File: src/rtl/multdiv_pkg.sv
// Shared types and constants for the multiply/divide issue controller.
// Holds the FSM state encoding, the op-kind encoding and the exception write constants.
package multdiv_pkg;

  typedef enum logic [1:0] {
    ST_IDLE  = 2'd0,
    ST_START = 2'd1,
    ST_BUSY  = 2'd2,
    ST_DONE  = 2'd3
  } state_t;

  typedef enum logic {
    OP_DIV  = 1'b0,
    OP_MULT = 1'b1
  } op_kind_t;

  localparam logic [4:0]  RSTATUS_REG = 5'd30;
  localparam logic [31:0] MULT_EXC    = 32'd4;
  localparam logic [31:0] DIV_EXC     = 32'd5;

  // A mult flag wins when both kind flags are presented together.
  function automatic op_kind_t decode_kind(input logic is_mult);
    return is_mult ? OP_MULT : OP_DIV;
  endfunction

  function automatic logic [31:0] exc_code(input op_kind_t kind);
    return (kind == OP_MULT) ? MULT_EXC : DIV_EXC;
  endfunction

endpackage

File: src/rtl/multdiv_busy_counter.sv
// Busy-cycle counter for the multdiv sequencer: clear/enable, with a terminal
// flag raised on the enabled cycle that brings the count up to TIMEOUT.
module multdiv_busy_counter #(
  parameter int TIMEOUT = 40,
  parameter int CNT_W   = 6
) (
  input  logic clock,
  input  logic reset_n,
  input  logic clear,
  input  logic enable,
  output logic terminal
);

  logic [CNT_W-1:0] count;

  // NOTE: sequential state is assigned with <= so every flop samples pre-edge values.
  always_ff @(posedge clock or negedge reset_n) begin
    if (!reset_n) begin
      count <= '0;
    end else if (clear) begin
      count <= '0;
    end else if (enable) begin
      count <= count + 1'b1;
    end
  end

  assign terminal = enable && (count == CNT_W'(TIMEOUT - 1));

endmodule

File: src/rtl/multdiv_issue_ctrl.sv
// Sequencer between execute and the iterative multiplier/divider cores.
// Optional: define MULTDIV_FASTPATH_EN to complete trivial mult/div ops without the cores.
module multdiv_issue_ctrl
  import multdiv_pkg::*;
#(
  parameter int TIMEOUT = 40,
  parameter int CNT_W   = 6
) (
  input  logic        clock,
  input  logic        reset_n,
  input  logic        op_valid,
  input  logic        op_is_mult,
  input  logic        op_is_div,
  input  logic [31:0] operand_a,
  input  logic [31:0] operand_b,
  input  logic [4:0]  op_dest,
  output logic        stall,
  output logic [31:0] core_a,
  output logic [31:0] core_b,
  output logic        ctrl_MULT,
  output logic        ctrl_DIV,
  output logic        mult_or_div,
  input  logic [31:0] mult_result,
  input  logic        mult_exc,
  input  logic        mult_ready,
  input  logic [31:0] div_result,
  input  logic        div_exc,
  input  logic        div_ready,
  output logic        wb_valid,
  output logic [31:0] wb_data,
  output logic [4:0]  wb_dest,
  output logic        wb_exc,
  input  logic        wb_accept
);

  state_t      state_q, state_d;
  op_kind_t    kind_q;
  op_kind_t    kind_in;
  logic [4:0]  dest_q;
  logic        accept_op;
  logic        fast_hit;
  logic [31:0] fast_val;
  logic        sel_ready;
  logic        sel_exc;
  logic [31:0] sel_result;
  logic        cnt_clear;
  logic        cnt_en;
  logic        cnt_terminal;

  assign accept_op = op_valid && (op_is_mult || op_is_div);
  assign kind_in   = decode_kind(op_is_mult);

`ifdef MULTDIV_FASTPATH_EN
  // Multiplying by 0/1 or dividing by 1 needs no core; the answer is an operand or zero.
  always_comb begin
    fast_hit = 1'b0;
    fast_val = '0;
    if (kind_in == OP_MULT) begin
      fast_hit = (operand_a <= 32'd1) || (operand_b <= 32'd1);
      if (operand_a == '0 || operand_b == '0) fast_val = '0;
      else if (operand_a == 32'd1)            fast_val = operand_b;
      else                                    fast_val = operand_a;
    end else begin
      fast_hit = (operand_b == 32'd1);
      fast_val = operand_a;
    end
  end
`else
  assign fast_hit = 1'b0;
  assign fast_val = '0;
`endif

  // Only the core that was started may finish the op.
  assign sel_ready  = (kind_q == OP_MULT) ? mult_ready  : div_ready;
  assign sel_exc    = (kind_q == OP_MULT) ? mult_exc    : div_exc;
  assign sel_result = (kind_q == OP_MULT) ? mult_result : div_result;

  assign cnt_clear = (state_q == ST_START);
  assign cnt_en    = (state_q == ST_BUSY);

  multdiv_busy_counter #(
    .TIMEOUT (TIMEOUT),
    .CNT_W   (CNT_W)
  ) u_busy_counter (
    .clock    (clock),
    .reset_n  (reset_n),
    .clear    (cnt_clear),
    .enable   (cnt_en),
    .terminal (cnt_terminal)
  );

  // NOTE: every always_comb output gets a default first so no path can infer a latch.
  always_comb begin
    state_d = state_q;
    stall   = 1'b0;
    case (state_q)
      ST_IDLE: begin
        if (accept_op) begin
          stall   = 1'b1;
          state_d = fast_hit ? ST_DONE : ST_START;
        end
      end
      ST_START: begin
        stall   = 1'b1;
        state_d = ST_BUSY;
      end
      ST_BUSY: begin
        stall = 1'b1;
        if (sel_ready || cnt_terminal) state_d = ST_DONE;
      end
      ST_DONE: begin
        stall = !wb_accept;
        if (wb_accept) state_d = ST_IDLE;
      end
      default: state_d = ST_IDLE;
    endcase
  end

  always_ff @(posedge clock or negedge reset_n) begin
    if (!reset_n) begin
      state_q   <= ST_IDLE;
      kind_q    <= OP_DIV;
      dest_q    <= '0;
      core_a    <= '0;
      core_b    <= '0;
      ctrl_MULT <= 1'b0;
      ctrl_DIV  <= 1'b0;
      wb_data   <= '0;
      wb_dest   <= '0;
      wb_exc    <= 1'b0;
    end else begin
      state_q   <= state_d;
      ctrl_MULT <= 1'b0;
      ctrl_DIV  <= 1'b0;
      if (state_q == ST_IDLE && accept_op) begin
        core_a <= operand_a;
        core_b <= operand_b;
        kind_q <= kind_in;
        dest_q <= op_dest;
        if (fast_hit) begin
          wb_data <= fast_val;
          wb_dest <= op_dest;
          wb_exc  <= 1'b0;
        end else begin
          ctrl_MULT <= (kind_in == OP_MULT);
          ctrl_DIV  <= (kind_in == OP_DIV);
        end
      end
      // A core result wins over a timeout landing on the same cycle.
      if (state_q == ST_BUSY && (sel_ready || cnt_terminal)) begin
        if (sel_ready && !sel_exc) begin
          wb_data <= sel_result;
          wb_dest <= dest_q;
          wb_exc  <= 1'b0;
        end else begin
          wb_data <= exc_code(kind_q);
          wb_dest <= RSTATUS_REG;
          wb_exc  <= 1'b1;
        end
      end
    end
  end

  assign mult_or_div = (kind_q == OP_MULT);
  assign wb_valid    = (state_q == ST_DONE);

endmodule

File: config.mk
export PLATFORM = sky130hd
export DESIGN_NAME = multdiv_issue_ctrl
export DESIGN_NICKNAME = d
export VERILOG_FILES = /design/src/rtl/multdiv_pkg.sv /design/src/rtl/multdiv_busy_counter.sv /design/src/rtl/multdiv_issue_ctrl.sv
export SDC_FILE = /design/constraint.sdc
export NUM_CORES = 1
export LEC_CHECK = 0
export BUFFER_PORTS_ARGS = -buffer_cell sky130_fd_sc_hd__buf_2
export CORE_UTILIZATION = 40
export CTS_BUF_LIST = sky130_fd_sc_hd__clkbuf_8
export DETAILED_ROUTE_END_ITERATION = 8
export PLACE_DENSITY = 0.68
export SLEW_MARGIN = 20
export SYNTH_ARGS = -nofsm -noshare
export SYNTH_HDL_FRONTEND = slang
export SYNTH_SLANG_ARGS = --single-unit
File: constraint.sdc
create_clock -name clock -period 3.5 [get_ports clock]
set_clock_uncertainty 0.05 [all_clocks]
set_input_delay 0.525 -clock clock [delete_from_list [all_inputs] [get_ports clock]]
set_output_delay 0.525 -clock clock [all_outputs]
set_load 0.05 [all_outputs]
==> impl_metrics.toml <==
[run_status]
status = "completed"

[clock_network]
clockBufferDepth = 2
cts_buffers = 17
h-tree-depth = 4
cts_tree = "built"
cts_setup_buffers = 0
clk_pin_slew_worst_paths_ps = 70
cts_root_buf = "clkbuf_8"
clock_latency_ps = 430
cts_hold_buf = 0
ctsResizeCount = 0
clkSinkCount = 118

[setup_path]
critPathMaxFanout = 12
criticalPathCategory = "reg2out"
worst_setup_path_end_kind = "output port"
crit_path_start_kind = "flip-flop"
crit_required_ps = 2920
worstPathArrival_ps = 1980

[synth]
synth_edf_count = 0
synth_cells = 336
synth_cell_types = 48
ys_ff_latch = 118
synth_commonest_cells = "118 x dfrtp_1, 69 x mux2_1, 31 x mux2i_1, 31 x o2bb2ai_1, 12 x buf_2"
synth_ff_type = "dfrtp_1"
synth.avg_cell_area_um2 = 14.8
ys.warnings.count = 0
synth_area_mm2 = 0.00496
ys_seq_area_share_pct = 59.6
synth_top_area_cell = "dfrtp_1"
synthTopCellsByArea = "dfrtp_1 60%, mux2_1 16%, mux2i_1 6.3%"
async_flop_share_pct = 100
synth_top_area_share_pct = 59.6
yosysMostFrequentCell = "dfrtp_1"
syn_nets = 485

[die]
rows = 40
die_h_um = 113
die_w_um = 113
io_pins = 250
core-area_mm2 = 0.0121
start_util_pct = 41.1
dieArea_mm2 = 0.0128

[placed_design]
place_congestion = 0.745
post-dp-hpwl_mm = 8.95
port_buffers = 249
dp.cells = 739
place_ws_ps = 1220

[global_routing]
grt_pass1_vias = 3917
grt_pass1_wl_mm = 19.1
grt_max_degree = 76
use_met2_pct = 33.1
met3_usage_pct = 9.27
track_usage_pct = 19.7
antenna_found_initial = 2
grt.overflow.total = 0
use_met1_pct = 21.6
top_usage_layer = "met2"

[sta]
fmax_mhz = 391
setup_slack_ps = 940
period_share_pct = 73.1
final.min_clock_period_ps = 2560
max_slew_margin_pct = 35.3
worst_pin_slew_ps = 971
rsz0062_at_grt = "false"
setup-tns-final_ps = 0
slew_violations = 0
hold_viol_final = 0
setup_viol = 0

[power_and_ir_drop]
p_switching_w = 0.00388
seqPwrFrac_pct = 31.9
powerDensity_mw_per_mm2 = 1140
power.internal_w = 0.00380
p_sw_share_pct = 50.5
p_comb_share_pct = 53.4
clock_power_share_pct = 14.7
leakagePower_nw = 3.42
irDropWorstVdd_v = 0.000661

[routing]
via_count = 3776
wirelength_mm = 12.1
wl_per_cell_um = 15.7
ant_nets = 0
drc = 0
first_pass_iters = 4
first_iter_violations = 159
via_per_inst = 4.91

[cells_and_area]
syn_to_final_growth_pct = 35.9
drive_gt1_share_pct = 48.7
fillers = 1023
nets = 739
layout.cells.non_filler = 769

[flow_run]
drv_cap = 0

[hold_path]
hold_path_class = "in2async"
-- layout make-up --
class | instances | area, um2 | area share (%)
Clock buffer | 22 | 303 | 4.49
Tap cell | 168 | 210 | 3.12
Clock inverter | 7 | 56.3 | 0.836
Sequential cell | 118 | 2950 | 43.8
Antenna cell | 1 | 2.50 | 0.0371
Multi-Input combinational cell | 193 | 1880 | 27.9
Inverter | 7 | 26.3 | 0.390
Timing Repair Buffer | 253 | 1300 | 19.4
-- registers in the layout (all words and copies together), names as in the netlist --
name                  cells
mult_or_div               1
core_a                   32
core_b                   32
wb_dest                   5
u_busy_counter.count      6
ctrl_DIV                  1
dest_q                    5
wb_data                  32
ctrl_MULT                 1
wb_exc                    1
state_q                   2
-- critical path, stage by stage (launching register included) --
cell and delay (ps):
dfrtp_1 420, inv_1 100, ha_1 520, nor3_1 110, a21oi_1 130, buf_2 270
-- cell families (layout without fill, tap and decap cells) --
kind of cell	after synthesis	in the layout	synth area share (%)
flops	118	118	59.6
mux	105	105	23.2
compound gates	58	58	9.89
buf+inv	25	289	2.65
simple gates	23	23	2.98
fa+ha+maj	6	6	1.51
xor+xnor	1	1	0.177
other cells	0	1	0
-- final timing paths --
check                               from                       to  slack (ps)  depth (start not counted)
min reg2reg                  wb_data[21]              wb_data[21]         430                          1
max in group asynchronous        reset_n               core_b[25]        2500                          2
min                              reset_n  u_busy_counter.count[2]         150                          1
min in group clock         operand_b[14]               core_b[14]         250                          2
max                           state_q[0]                    stall         940                          5
max reg2reg                  mult_or_div              wb_data[16]        1240                          4
-- routing by layer --
layer | vias to the layer above | share of wire, %
met2 | 169 | 49
met4 | 0 | 1.7
met5 | - | 0
met1 | 1837 | 40
li1 | 1753 | -
met3 | 17 | 9.8
-- power by group through the flow --
stage | sequential [W] | combinational [W] | clock, W
2_1_floorplan | 0.00437 | 0.00122 | 0
5_1_grt | 0.00255 | 0.00432 | 0.00123
4_1_cts | 0.00246 | 0.00415 | 0.00117
6_report | 0.00246 | 0.00410 | 0.00113
3_3_place_gp | 0.00245 | 0.00406 | 0
3_5_place_dp | 0.00247 | 0.00415 | 0
-- cells in the final DEF (no fill, tap or decap), types with 3 or more instances in the layout --
cell and n:
buf_2 248, buf_4 3, clkbuf_8 22, clkinv_2 3, dfrtp_1 117, ha_1 6, inv_1 9, mux2_1 69
mux2_2 3, mux2i_1 31, o21ai_0 3, o22a_1 5, o2bb2ai_1 31
-- per-stage QoR --
| step | hold slack (ps) | cell area (um2) | power (W) | utilization [%] |
|---|---|---|---|---|
| 6_report | 155 | 6740 | 0.00769 | 55.9 |
| 3_5_place_dp | 421 | 6380 | 0.00662 | 52.9 |
| 3_3_place_gp | 419 | 6380 | 0.00651 | 52.9 |
| 4_1_cts | 202 | 6740 | 0.00778 | 55.8 |
| 2_1_floorplan | 179 | 4960 | 0.00558 | - |
| 5_1_grt | 222 | 6740 | 0.00810 | 55.8 |
Note: power is estimated with default switching activity, not from simulation.
